[config.mk]
export PLATFORM = sky130hd
export DESIGN_NAME = spi_page_program
export DESIGN_NICKNAME = d
export VERILOG_FILES = /design/src/rtl/spi_flash_pkg.sv /design/src/rtl/spi_pp_data_feed.sv /design/src/rtl/spi_page_program.sv
export SDC_FILE = /design/constraint.sdc
export NUM_CORES = 1
export LEC_CHECK = 0
export BUFFER_PORTS_ARGS = -buffer_cell sky130_fd_sc_hd__buf_2
export CORE_ASPECT_RATIO = 1.4
export CORE_MARGIN = 1
export CORE_UTILIZATION = 45
export DETAILED_ROUTE_END_ITERATION = 7
export PLACE_DENSITY = 0.77
export SLEW_MARGIN = 20
export SYNTH_ARGS = -nofsm -noshare
export SYNTH_HDL_FRONTEND = slang
export SYNTH_HIERARCHICAL = 1
export SYNTH_SLANG_ARGS = --single-unit
[constraint.sdc]
create_clock -name clock -period 2.3 [get_ports clock]
set_input_delay 0 -clock clock [delete_from_list [all_inputs] [get_ports clock]]
set_output_delay 0 -clock clock [all_outputs]
set_load 0.02 [all_outputs]
[src/rtl/spi_flash_pkg.sv]
// rtl/spi_flash_pkg.sv - shared FSM states, engine mode codes and page-program constants
package spi_flash_pkg;

    // Control FSM: owns the request/busy/finish handshake with the arbiter and engine.
    typedef enum logic [1:0] {
        IDLE,
        EX_REQ,
        REQ_EXEC,
        REQ_FSH
    } ctrl_state_t;

    // Data FSM: sequences header bytes, then streams the page payload.
    typedef enum logic [2:0] {
        DIDLE,
        SEND_CMD,
        SEND_ADDR0,
        SEND_ADDR1,
        SEND_ADDR2,
        SEND_DATA,
        SEND_FSH
    } data_state_t;

    // SPI engine mode codes.
    localparam logic [2:0] SPI_MODE_WR = 3'b001;
    localparam logic [2:0] SPI_MODE_RD = 3'b010;

    // Default page-program opcodes for single and quad lanes.
    localparam logic [7:0] PP_CMD_X1_DEF = 8'h02;
    localparam logic [7:0] PP_CMD_X4_DEF = 8'h32;

    localparam int PAGE_BYTES = 256;
    localparam int HDR_BYTES  = 4;

endpackage

[src/rtl/spi_pp_data_feed.sv]
// rtl/spi_pp_data_feed.sv - one-entry holding register and page byte counter
//
// Ports:
//   clock, rst_n      : clock, asynchronous active-low reset
//   clear_i           : start of a new page, empties holding register and zeroes counter
//   flush_i           : abort, empties holding register (counter kept for error check)
//   enable_i          : data FSM is in the payload phase
//   engine_ready_i    : engine ready and byte slot enabled this cycle
//   in_valid_i/in_data_i/in_ready_o : page-data input stream
//   hold_full_o/hold_data_o          : holding register towards the engine
//   accept_o          : engine takes the held byte this cycle
//   byte_cnt_o        : accepted payload bytes, 0..256
module spi_pp_data_feed
    import spi_flash_pkg::*;
#(
    parameter int DSIZE = 8
) (
    input  logic             clock,
    input  logic             rst_n,
    input  logic             clear_i,
    input  logic             flush_i,
    input  logic             enable_i,
    input  logic             engine_ready_i,
    input  logic             in_valid_i,
    input  logic [DSIZE-1:0] in_data_i,
    output logic             in_ready_o,
    output logic             hold_full_o,
    output logic [DSIZE-1:0] hold_data_o,
    output logic             accept_o,
    output logic [8:0]       byte_cnt_o
);

    logic             full_q;
    logic [DSIZE-1:0] hold_q;
    logic [8:0]       cnt_q;
    logic [9:0]       loaded;
    logic             load;

    assign accept_o = enable_i && full_q && engine_ready_i;

    // Bytes already pulled from the stream this page: sent plus the one held.
    assign loaded = {1'b0, cnt_q} + {9'd0, full_q};

    // Pass-through when the held byte leaves this cycle; never pull byte 257.
    assign in_ready_o = enable_i && !flush_i && (loaded < 10'(PAGE_BYTES))
                        && (!full_q || accept_o);
    assign load = in_valid_i && in_ready_o;

    always_ff @(posedge clock or negedge rst_n) begin
        if (!rst_n) begin
            full_q <= 1'b0;
            hold_q <= '0;
            cnt_q  <= '0;
        end else if (clear_i) begin
            full_q <= 1'b0;
            hold_q <= '0;
            cnt_q  <= '0;
        end else if (flush_i) begin
            full_q <= 1'b0;
        end else begin
            if (accept_o) begin
                cnt_q <= cnt_q + 9'd1;
            end
            if (load) begin
                hold_q <= in_data_i;
                full_q <= 1'b1;
            end else if (accept_o) begin
                full_q <= 1'b0;
            end
        end
    end

    assign hold_full_o = full_q;
    assign hold_data_o = hold_q;
    assign byte_cnt_o  = cnt_q;

endmodule

[src/rtl/spi_page_program.sv]
// rtl/spi_page_program.sv - flash page-program command: header plus 256-byte payload to the SPI engine
//
// Ports:
//   clock, rst_n                         : clock, asynchronous active-low reset
//   cmd_request/cmd_cmd/cmd_busy/cmd_finish/cmd_err : command arbiter interface
//   wr_addr                              : flash byte address, latched at command accept
//   spi_request/spi_busy/spi_req_*       : engine transaction request
//   spi_wr_vld/spi_wr_ready/spi_clk_en/spi_wr_data : engine byte interface
//   in_valid/in_data/in_ready            : page-data input stream
module spi_page_program
    import spi_flash_pkg::*;
#(
    parameter logic [7:0] CMD       = 8'd1,
    parameter int          SSIZE     = 1,
    parameter int          DSIZE     = 8,
    parameter logic [7:0]  PP_CMD_X1 = PP_CMD_X1_DEF,
    parameter logic [7:0]  PP_CMD_X4 = PP_CMD_X4_DEF
) (
    input  logic               clock,
    input  logic               rst_n,
    input  logic               cmd_request,
    input  logic [7:0]         cmd_cmd,
    output logic               cmd_busy,
    output logic               cmd_finish,
    output logic               cmd_err,
    input  logic [3*DSIZE-1:0] wr_addr,
    output logic               spi_request,
    input  logic               spi_busy,
    output logic [23:0]        spi_req_len,
    output logic [23:0]        spi_req_wr_len,
    output logic [2:0]         spi_req_cmd,
    output logic               spi_wr_vld,
    input  logic               spi_wr_ready,
    input  logic               spi_clk_en,
    output logic [DSIZE-1:0]   spi_wr_data,
    input  logic               in_valid,
    input  logic [DSIZE-1:0]   in_data,
    output logic               in_ready
);

    localparam logic [23:0] REQ_LEN = 24'((PAGE_BYTES + HDR_BYTES) * DSIZE / SSIZE);
    localparam logic [DSIZE-1:0] PP_CMD = (SSIZE == 1) ? DSIZE'(PP_CMD_X1) : DSIZE'(PP_CMD_X4);

    ctrl_state_t        ctrl_q, ctrl_d;
    data_state_t        dstate_q, dstate_d;
    logic               spi_request_q, busy_q, finish_q, err_q, exec_start_q;
    logic [3*DSIZE-1:0] addr_q;

    logic               in_exec, req_accept, abort, eng_accept;
    logic               feed_clear, feed_en, feed_accept, hold_full;
    logic [DSIZE-1:0]   hold_data;
    logic [8:0]         byte_cnt;

    assign spi_req_len    = REQ_LEN;
    assign spi_req_wr_len = REQ_LEN;
    assign spi_req_cmd    = SPI_MODE_WR;

    assign in_exec    = (ctrl_q == REQ_EXEC);
    assign req_accept = (ctrl_q == IDLE) && (ctrl_d == EX_REQ);
    // Engine finished before the full page went out: underrun or external abort.
    assign abort      = in_exec && !spi_busy && (byte_cnt < 9'(PAGE_BYTES));
    assign eng_accept = spi_wr_vld && spi_wr_ready && spi_clk_en;

    always_comb begin
        ctrl_d = ctrl_q;
        case (ctrl_q)
            IDLE:     if (cmd_request && cmd_cmd == CMD) ctrl_d = EX_REQ;
            EX_REQ:   if (spi_busy) ctrl_d = REQ_EXEC;
            REQ_EXEC: if (!spi_busy) ctrl_d = REQ_FSH;
            REQ_FSH:  ctrl_d = IDLE;
            default:  ctrl_d = IDLE;
        endcase
    end

    always_ff @(posedge clock or negedge rst_n) begin
        if (!rst_n) begin
            ctrl_q        <= IDLE;
            spi_request_q <= 1'b0;
            busy_q        <= 1'b0;
            finish_q      <= 1'b0;
            err_q         <= 1'b0;
            exec_start_q  <= 1'b0;
            addr_q        <= '0;
        end else begin
            ctrl_q        <= ctrl_d;
            spi_request_q <= (ctrl_d == EX_REQ);
            busy_q        <= (ctrl_d == EX_REQ) || (ctrl_d == REQ_EXEC);
            finish_q      <= (ctrl_d == REQ_FSH);
            // High for the first cycle of REQ_EXEC only, so the data FSM starts once per command.
            exec_start_q  <= (ctrl_q != REQ_EXEC) && (ctrl_d == REQ_EXEC);
            if (req_accept) begin
                addr_q <= wr_addr;
                err_q  <= 1'b0;
            end else if (abort) begin
                err_q  <= 1'b1;
            end
        end
    end

    assign spi_request = spi_request_q;
    assign cmd_busy    = busy_q;
    assign cmd_finish  = finish_q;
    assign cmd_err     = err_q;

    always_comb begin
        dstate_d = dstate_q;
        case (dstate_q)
            DIDLE:      if (exec_start_q) dstate_d = SEND_CMD;
            SEND_CMD:   if (!in_exec) dstate_d = SEND_FSH; else if (eng_accept) dstate_d = SEND_ADDR0;
            SEND_ADDR0: if (!in_exec) dstate_d = SEND_FSH; else if (eng_accept) dstate_d = SEND_ADDR1;
            SEND_ADDR1: if (!in_exec) dstate_d = SEND_FSH; else if (eng_accept) dstate_d = SEND_ADDR2;
            SEND_ADDR2: if (!in_exec) dstate_d = SEND_FSH; else if (eng_accept) dstate_d = SEND_DATA;
            SEND_DATA:  if (!in_exec || (feed_accept && byte_cnt == 9'(PAGE_BYTES - 1)))
                            dstate_d = SEND_FSH;
            SEND_FSH:   dstate_d = DIDLE;
            default:    dstate_d = DIDLE;
        endcase
    end

    always_ff @(posedge clock or negedge rst_n) begin
        if (!rst_n) begin
            dstate_q <= DIDLE;
        end else begin
            dstate_q <= dstate_d;
        end
    end

    always_comb begin
        spi_wr_vld  = 1'b0;
        spi_wr_data = '0;
        case (dstate_q)
            SEND_CMD:   begin spi_wr_vld = 1'b1; spi_wr_data = PP_CMD;                     end
            SEND_ADDR0: begin spi_wr_vld = 1'b1; spi_wr_data = addr_q[3*DSIZE-1 -: DSIZE]; end
            SEND_ADDR1: begin spi_wr_vld = 1'b1; spi_wr_data = addr_q[2*DSIZE-1 -: DSIZE]; end
            SEND_ADDR2: begin spi_wr_vld = 1'b1; spi_wr_data = addr_q[DSIZE-1:0];          end
            SEND_DATA:  if (hold_full) begin spi_wr_vld = 1'b1; spi_wr_data = hold_data;   end
            default:    ;
        endcase
    end

    // Counter is cleared when a page starts, not on return to DIDLE, so the
    // abort check still sees 256 if the engine drops busy late.
    assign feed_clear = (dstate_q == DIDLE) && exec_start_q;
    assign feed_en    = (dstate_q == SEND_DATA);

    spi_pp_data_feed #(
        .DSIZE (DSIZE)
    ) u_feed (
        .clock          (clock),
        .rst_n          (rst_n),
        .clear_i        (feed_clear),
        .flush_i        (abort),
        .enable_i       (feed_en),
        .engine_ready_i (spi_wr_ready && spi_clk_en),
        .in_valid_i     (in_valid),
        .in_data_i      (in_data),
        .in_ready_o     (in_ready),
        .hold_full_o    (hold_full),
        .hold_data_o    (hold_data),
        .accept_o       (feed_accept),
        .byte_cnt_o     (byte_cnt)
    );

endmodule

* After elaboration in Yosys (flattened, before gate mapping) *
Index checks and enable logic that the tools add are counted.

operators by class
  $add $sub $neg = 2
  reduce and logical (&&, ||, !) cells = 33
  eq/ne operators = 21
  order comparisons = 2
  multiplexer cells = 31

operator list
  operator                                                                        count
  8-bit one-hot mux with 5 select lines                                           1
  8-bit two-way mux                                                               4
  3-bit two-way mux                                                               10
  9-bit two-way mux                                                               3
  3-bit one-hot mux with 6 select lines                                           1
  1-bit logical AND                                                               16
  3-bit inequality test (second input constant)                                   4
  9-bit by 1-bit adder with 10-bit output                                         1
  10-bit by 9-bit less-than comparator with 1-bit output (second input constant)  1
  9-bit by 1-bit adder with 9-bit output (second input constant)                  1
  9-bit by 8-bit == test with 1-bit output (second input constant)                1
  9-bit less-than comparator (second input constant)                              1
  2-bit == test (second input constant)                                           4
  8-bit by 1-bit == test with 1-bit output (second input constant)                1
  2-bit inequality test (second input constant)                                   4
  2-bit one-hot mux with 4 select lines                                           1
  1-bit two-way mux                                                               7
  3-bit by 2-bit == test with 1-bit output (second input constant)                2
  3-bit == test (second input constant)                                           2
  2-bit two-way mux                                                               3
  6-bit AND reduction                                                             1
  2-bit nonzero test                                                              3
  2-bit by 1-bit == test with 1-bit output (second input constant)                2
  1-bit logical NOT                                                               4
  other kinds (8)                                                                 11

word-level totals
  logic and storage cells = 100
  output and inout port bits = 65
  flip-flop bits (word level) = 52

* Depth between registers and ports, before layout *
  depth after elaboration = 11
  mapped depth = 8
  depth with buffers taken out = 7

* By module *
The synthesis kept the hierarchy.

modules (own cells, without submodules)
  module            times used  cells each  seq. area each (um^2)  area each (um^2)
  spi_page_program  1           199         850.8                  2142.1
  spi_pp_data_feed  1           92          450.4                  937.1

* Worst setup path after synthesis *
Ideal clock, no wire load.

  path kind = reg2reg
  start = register ctrl_q[0]
  end = register addr_q[10]
  setup time = 0.125 ns
  required time = 2.175 ns
  cell stages (with the launch flop) = 9
  period minus slack after synthesis = 2.351 ns
  path slack = -0.051 ns
  arrival time = 2.226 ns
  path through = dfrtp_1 > nor4b_1 > and4b_1 > a21oi_1 > o22ai_1 > ha_1 > nor3b_4 > buf_4 > mux2_2

between the ends
  longest elaborated chain between the ends = 4
  elaborated cells on any way between the ends = 10

RTL lines
  element                                       line                    text
  start: declaration                            spi_page_program.sv:44  ctrl_state_t ctrl_q, ctrl_d;
  start signal: assignment                      spi_page_program.sv:85  ctrl_q <= ctrl_d;
  2-bit == test, or another cell as far along   spi_page_program.sv:66  case (ctrl_q)
  2-bit one-hot mux with 4 select lines (*)     spi_page_program.sv:66
  via ctrl_d[0]                                 spi_page_program.sv:44
  2-bit by 1-bit == test with 1-bit output (*)  spi_page_program.sv:59  assign req_accept = (ctrl_q == IDLE) && (ctrl_d == EX_REQ);
  1-bit logical AND (*)                         spi_page_program.sv:59
  end signal: assignment                        spi_page_program.sv:92  addr_q <= wr_addr;
  end: declaration                              spi_page_program.sv:47  logic [3*DSIZE-1:0] addr_q;

The timed path passes the listed nets; every way through them passes the cells marked *.
A chain may end at the register's enable or synchronous reset.

* Worst setup path after layout *
  start = register ctrl_q[0]
  end = register addr_q[6]

Same word-level chain as after synthesis.

==> results.txt <==
----------------------------------------------------
[Run status]
  Outcome ... completed

[Clocking]
  Max H-tree Level ... 2
  Clk pin slew, worst setup/hold paths ... 0.09 ns
  TritonCTS clock tree ... yes
  Number of buffers created by CTS ... 5
  Num Clock Sinks ... 52
  Root Driver ... sky130_fd_sc_hd__clkbuf_8
  Maximum clock path buffer count ... 2
  Setup fix buffers added after clock tree synthesis ... 0
  Clock latency on the worst-skew pair ... 0.31 ns

[Route]
  Final routed DRC violation total ... 0
  Final antenna-violating net count ... 0
  DR pass1 iterations ... 4
  Routed wire per std cell ... 12.8 um
  Iteration-0 DRC count of the detailed router ... 146
  Overall via count from detail_route ... 2289
  Aggregate routed wire length ... 6.19 mm
  Ratio of routed vias to standard cells ... 4.74

[Finish]
  Synthesis-to-finish area growth ... 22.1%
  Nets ... 441
  Final cell count without fillers ... 483
  Final standard cell area without fillers ... 0.00376 sq mm
  Antenna diodes ... 0
  Leading cell types in the layout, fill and taps excluded ... sky130_fd_sc_hd__buf_2 (60), sky130_fd_sc_hd__dfrtp_1 (52), sky130_fd_sc_hd__conb_1 (51)
  Most common library cell in the layout ignoring fill and taps ... sky130_fd_sc_hd__buf_2
  Share of cells above drive strength 1 ... 0.292

[Yosys]
  Adder and majority cell fraction of the synthesized area ... 0.0195
  Proportion of synthesized flip-flops having asynchronous set or reset ... 1.00
  Area share of the leading cell type in the synthesized netlist ... 0.423
  Main flop type after synthesis ... sky130_fd_sc_hd__dfrtp_1
  Xor-xnor portion of the synthesized cell area ... 0.0256
  Mean area per synthesized cell ... 10.6 sq um
  EDFF count, synth ... 0
  Sequential element share of the synthesized area ... 0.423
  FF+latch count, synth ... 52
  Count of mapped cells out of synthesis ... 291
  Compound-cell area share of the yosys netlist ... 0.0744
  Post-synthesis instance area ... 0.00308 sq mm
  Basic-gate share of the synthesized area counting and, or, nand and nor cells ... 0.159
  Fraction of synthesized area in multiplexers ... 0.141
  Number of unique standard cell types used by synthesis ... 48
  Top cells by area in the synthesized netlist ... sky130_fd_sc_hd__dfrtp_1 (42%), sky130_fd_sc_hd__buf_4 (13%), sky130_fd_sc_hd__mux2_2 (8.4%)
  Dominant combinational cell family by area after synthesis ... simple AND/OR/NAND/NOR gates
  Cell type contributing the most total cell area after synthesis ... sky130_fd_sc_hd__dfrtp_1
  Yosys Warn Count ... 6

[Timing]
  Unrepaired setup endpoints after global routing ... true
  Count of final max-slew check failures ... 0
  Final hold vios ... 0
  Rel. slew slack ... 0.542
  Clock Skews ... 0.00678 ns
  Setup violators final ... 0
  Portion of the clock cycle consumed by the worst path in the final layout ... 0.936
  Worst slew pin tran ... 0.687 ns
  Maximum operating frequency ... 0.465 GHz
  Shortest clock period the worst path allows after layout ... 2.15 ns

[Placed design]
  DP Area ... 0.00333 sq mm
  Input/output buffers ... 60
  Placed wire-length estimate after detailed placement ... 4.24 mm
  Number of instances in the placed design ... 442
  Final weighted congestion in routability-driven placement ... 0.777

[Worst setup path]
  CP max FO ... 25
  Data required time at the worst endpoint ... 2.49 ns
  CP endpoint kind ... flop
  Slowest stage cell, crit path ... sky130_fd_sc_hd__dfrtp_1
  Start point of the critical path ... ctrl_q[0]
  Worst path cell trace ... nor4b_2 > and4b_1 > a21oi_1 > o22ai_2 > ha_1 > nor3b_4 > buf_12 > mux2_2
  Category of the most critical setup path ... flop to flop
  Sort of element at the start of the critical path ... flop
  Reg-to-Reg Start ... ctrl_q[0]
  Worst EP arrival ... 2.34 ns
  R2R depth ... 8
  Max stage delay on crit path ... 0.40 ns

[GRT]
  First-pass GRT wire length ... 10.4 mm
  Initial antenna violation count ... 0
  Via count of the first global-routing pass ... 2277
  Grt ovf ... 0
  All-layer global routing usage ... 0.184
  Largest net degree at the start of global routing ... 31

[Power and ir drop]
  Peak supply drop ... 0.549 mV
  Pwr dens ... 1050 mW/mm^2
  Design Power ... 3940 uW
  Pleak ... 0.00182 uW

[Hold path]
  Hold Crit Class ... primary input to flop
  Startpoint of the worst hold path ... spi_busy
  Hold path depth ... 4

[Floorplanning]
  Area inside the core boundary ... 0.00661 sq mm
  Die extent in y ... 99.9 um
  Row count ... 35
  DIE AREA ... 0.00718 sq mm
  I/O pin count ... 112
  Die span in x ... 71.9 um
  Initial Utilization ... 0.466

[Flow run]
  Max-cap violations ... 0

----------------------------------------------------
## where the power goes
part	internal, uW	switching (uW)
clock	217	307
combinational	909	1010
sequential	1280	219
total	2410	1540
## final cells by class
class                   count  area, sq um
flip-flops and latches     52         1300
clock inverters             2         16.3
inverters                   8         30.0
multi-input cells         219         1500
clock buffers               6         72.6
well taps                  92          115
repair buffers            104          726
fillers                   565         2850
## state kept, by name, summed over array words and instances (netlist names)
name,cells
addr_q,24
ctrl_q,2
u_feed/hold_full_o,1
cmd_finish,1
cmd_busy,1
exec_start_q,1
dstate_q,3
spi_request,1
u_feed/hold_data_o,8
cmd_err,1
u_feed/byte_cnt_o,9
## layer usage
metal | GRT usage | vias to the layer above | share of wire
li1 | - | 1093 | -
met1 | 0.224 | 1097 | 0.42
met3 | 0.0211 | 9 | 0.040
met2 | 0.337 | 90 | 0.53
met4 | 0.0543 | 0 | 0.012
met5 | 0 | - | 0
## path summary, 6_finish.rpt
check                              to  slack [ns]
setup / recovery            addr_q[6]        0.15
hold / removal                cmd_err         0.1
setup reg to reg            addr_q[6]        0.15
hold reg to reg            addr_q[13]        0.50
max in group asynchronous  addr_q[14]        1.39
min in group asynchronous  addr_q[15]        0.27
## stage by stage
step	hold WS [ns]	worst slack (ns)	TNS, ns	util
after floorplan	-0.296	0.0290	0	-
after global placement	0.0623	0.233	0	0.504
after detailed placement	0.0800	0.155	0	0.504
after CTS	0.0981	0.146	0	0.567
after global routing	0.114	-0.0202	-0.0297	0.568
final	0.0964	0.148	0	0.568
## kinds of logic after synthesis
group / after synthesis
AND/OR/NAND/NOR: 85
buffers and inverters: 69
XOR/XNOR: 9
multiplexers: 40
other: 2
AO/OA/AOI/OAI: 29
adder cells (fa/ha/maj): 5
flip-flops: 52
## what timing repair did
action,CTS,global route
resized for setup,0,1
endpoints found under the hold margin,60,0
setup endpoints to repair,0,24
hold buffers,33,0
## cell usage after synthesis (2+ instances only)
cell,instances
sky130_fd_sc_hd__nand4_1,3
sky130_fd_sc_hd__and2_1,4
sky130_fd_sc_hd__nor3_1,5
sky130_fd_sc_hd__nor4_1,4
sky130_fd_sc_hd__and4b_1,2
sky130_fd_sc_hd__clkbuf_1,2
sky130_fd_sc_hd__or2b_1,2
sky130_fd_sc_hd__nor2_1,22
sky130_fd_sc_hd__a21oi_1,7
sky130_fd_sc_hd__buf_4,55
sky130_fd_sc_hd__o22ai_1,3
sky130_fd_sc_hd__a221o_1,7
sky130_fd_sc_hd__inv_1,8
sky130_fd_sc_hd__mux2i_1,15
sky130_fd_sc_hd__ha_1,4
sky130_fd_sc_hd__dfrtp_1,52
sky130_fd_sc_hd__nand2_1,15
sky130_fd_sc_hd__buf_2,3
sky130_fd_sc_hd__a21o_1,2
sky130_fd_sc_hd__mux2_2,23
sky130_fd_sc_hd__xnor2_1,9
sky130_fd_sc_hd__nand2b_1,17
sky130_fd_sc_hd__conb_1,2
## worst max-delay path, delay by kind of cell (launching register included)
kind                       cells  cell delay, ns
AOI/OAI and AO/OA              2            0.19
and+or+nand+nor                3            0.69
muxes                          1            0.36
adders and majority gates      1            0.19
DFF                            1            0.40
buffers and inverters          1            0.21
Power figures use the tool's default switching activity.
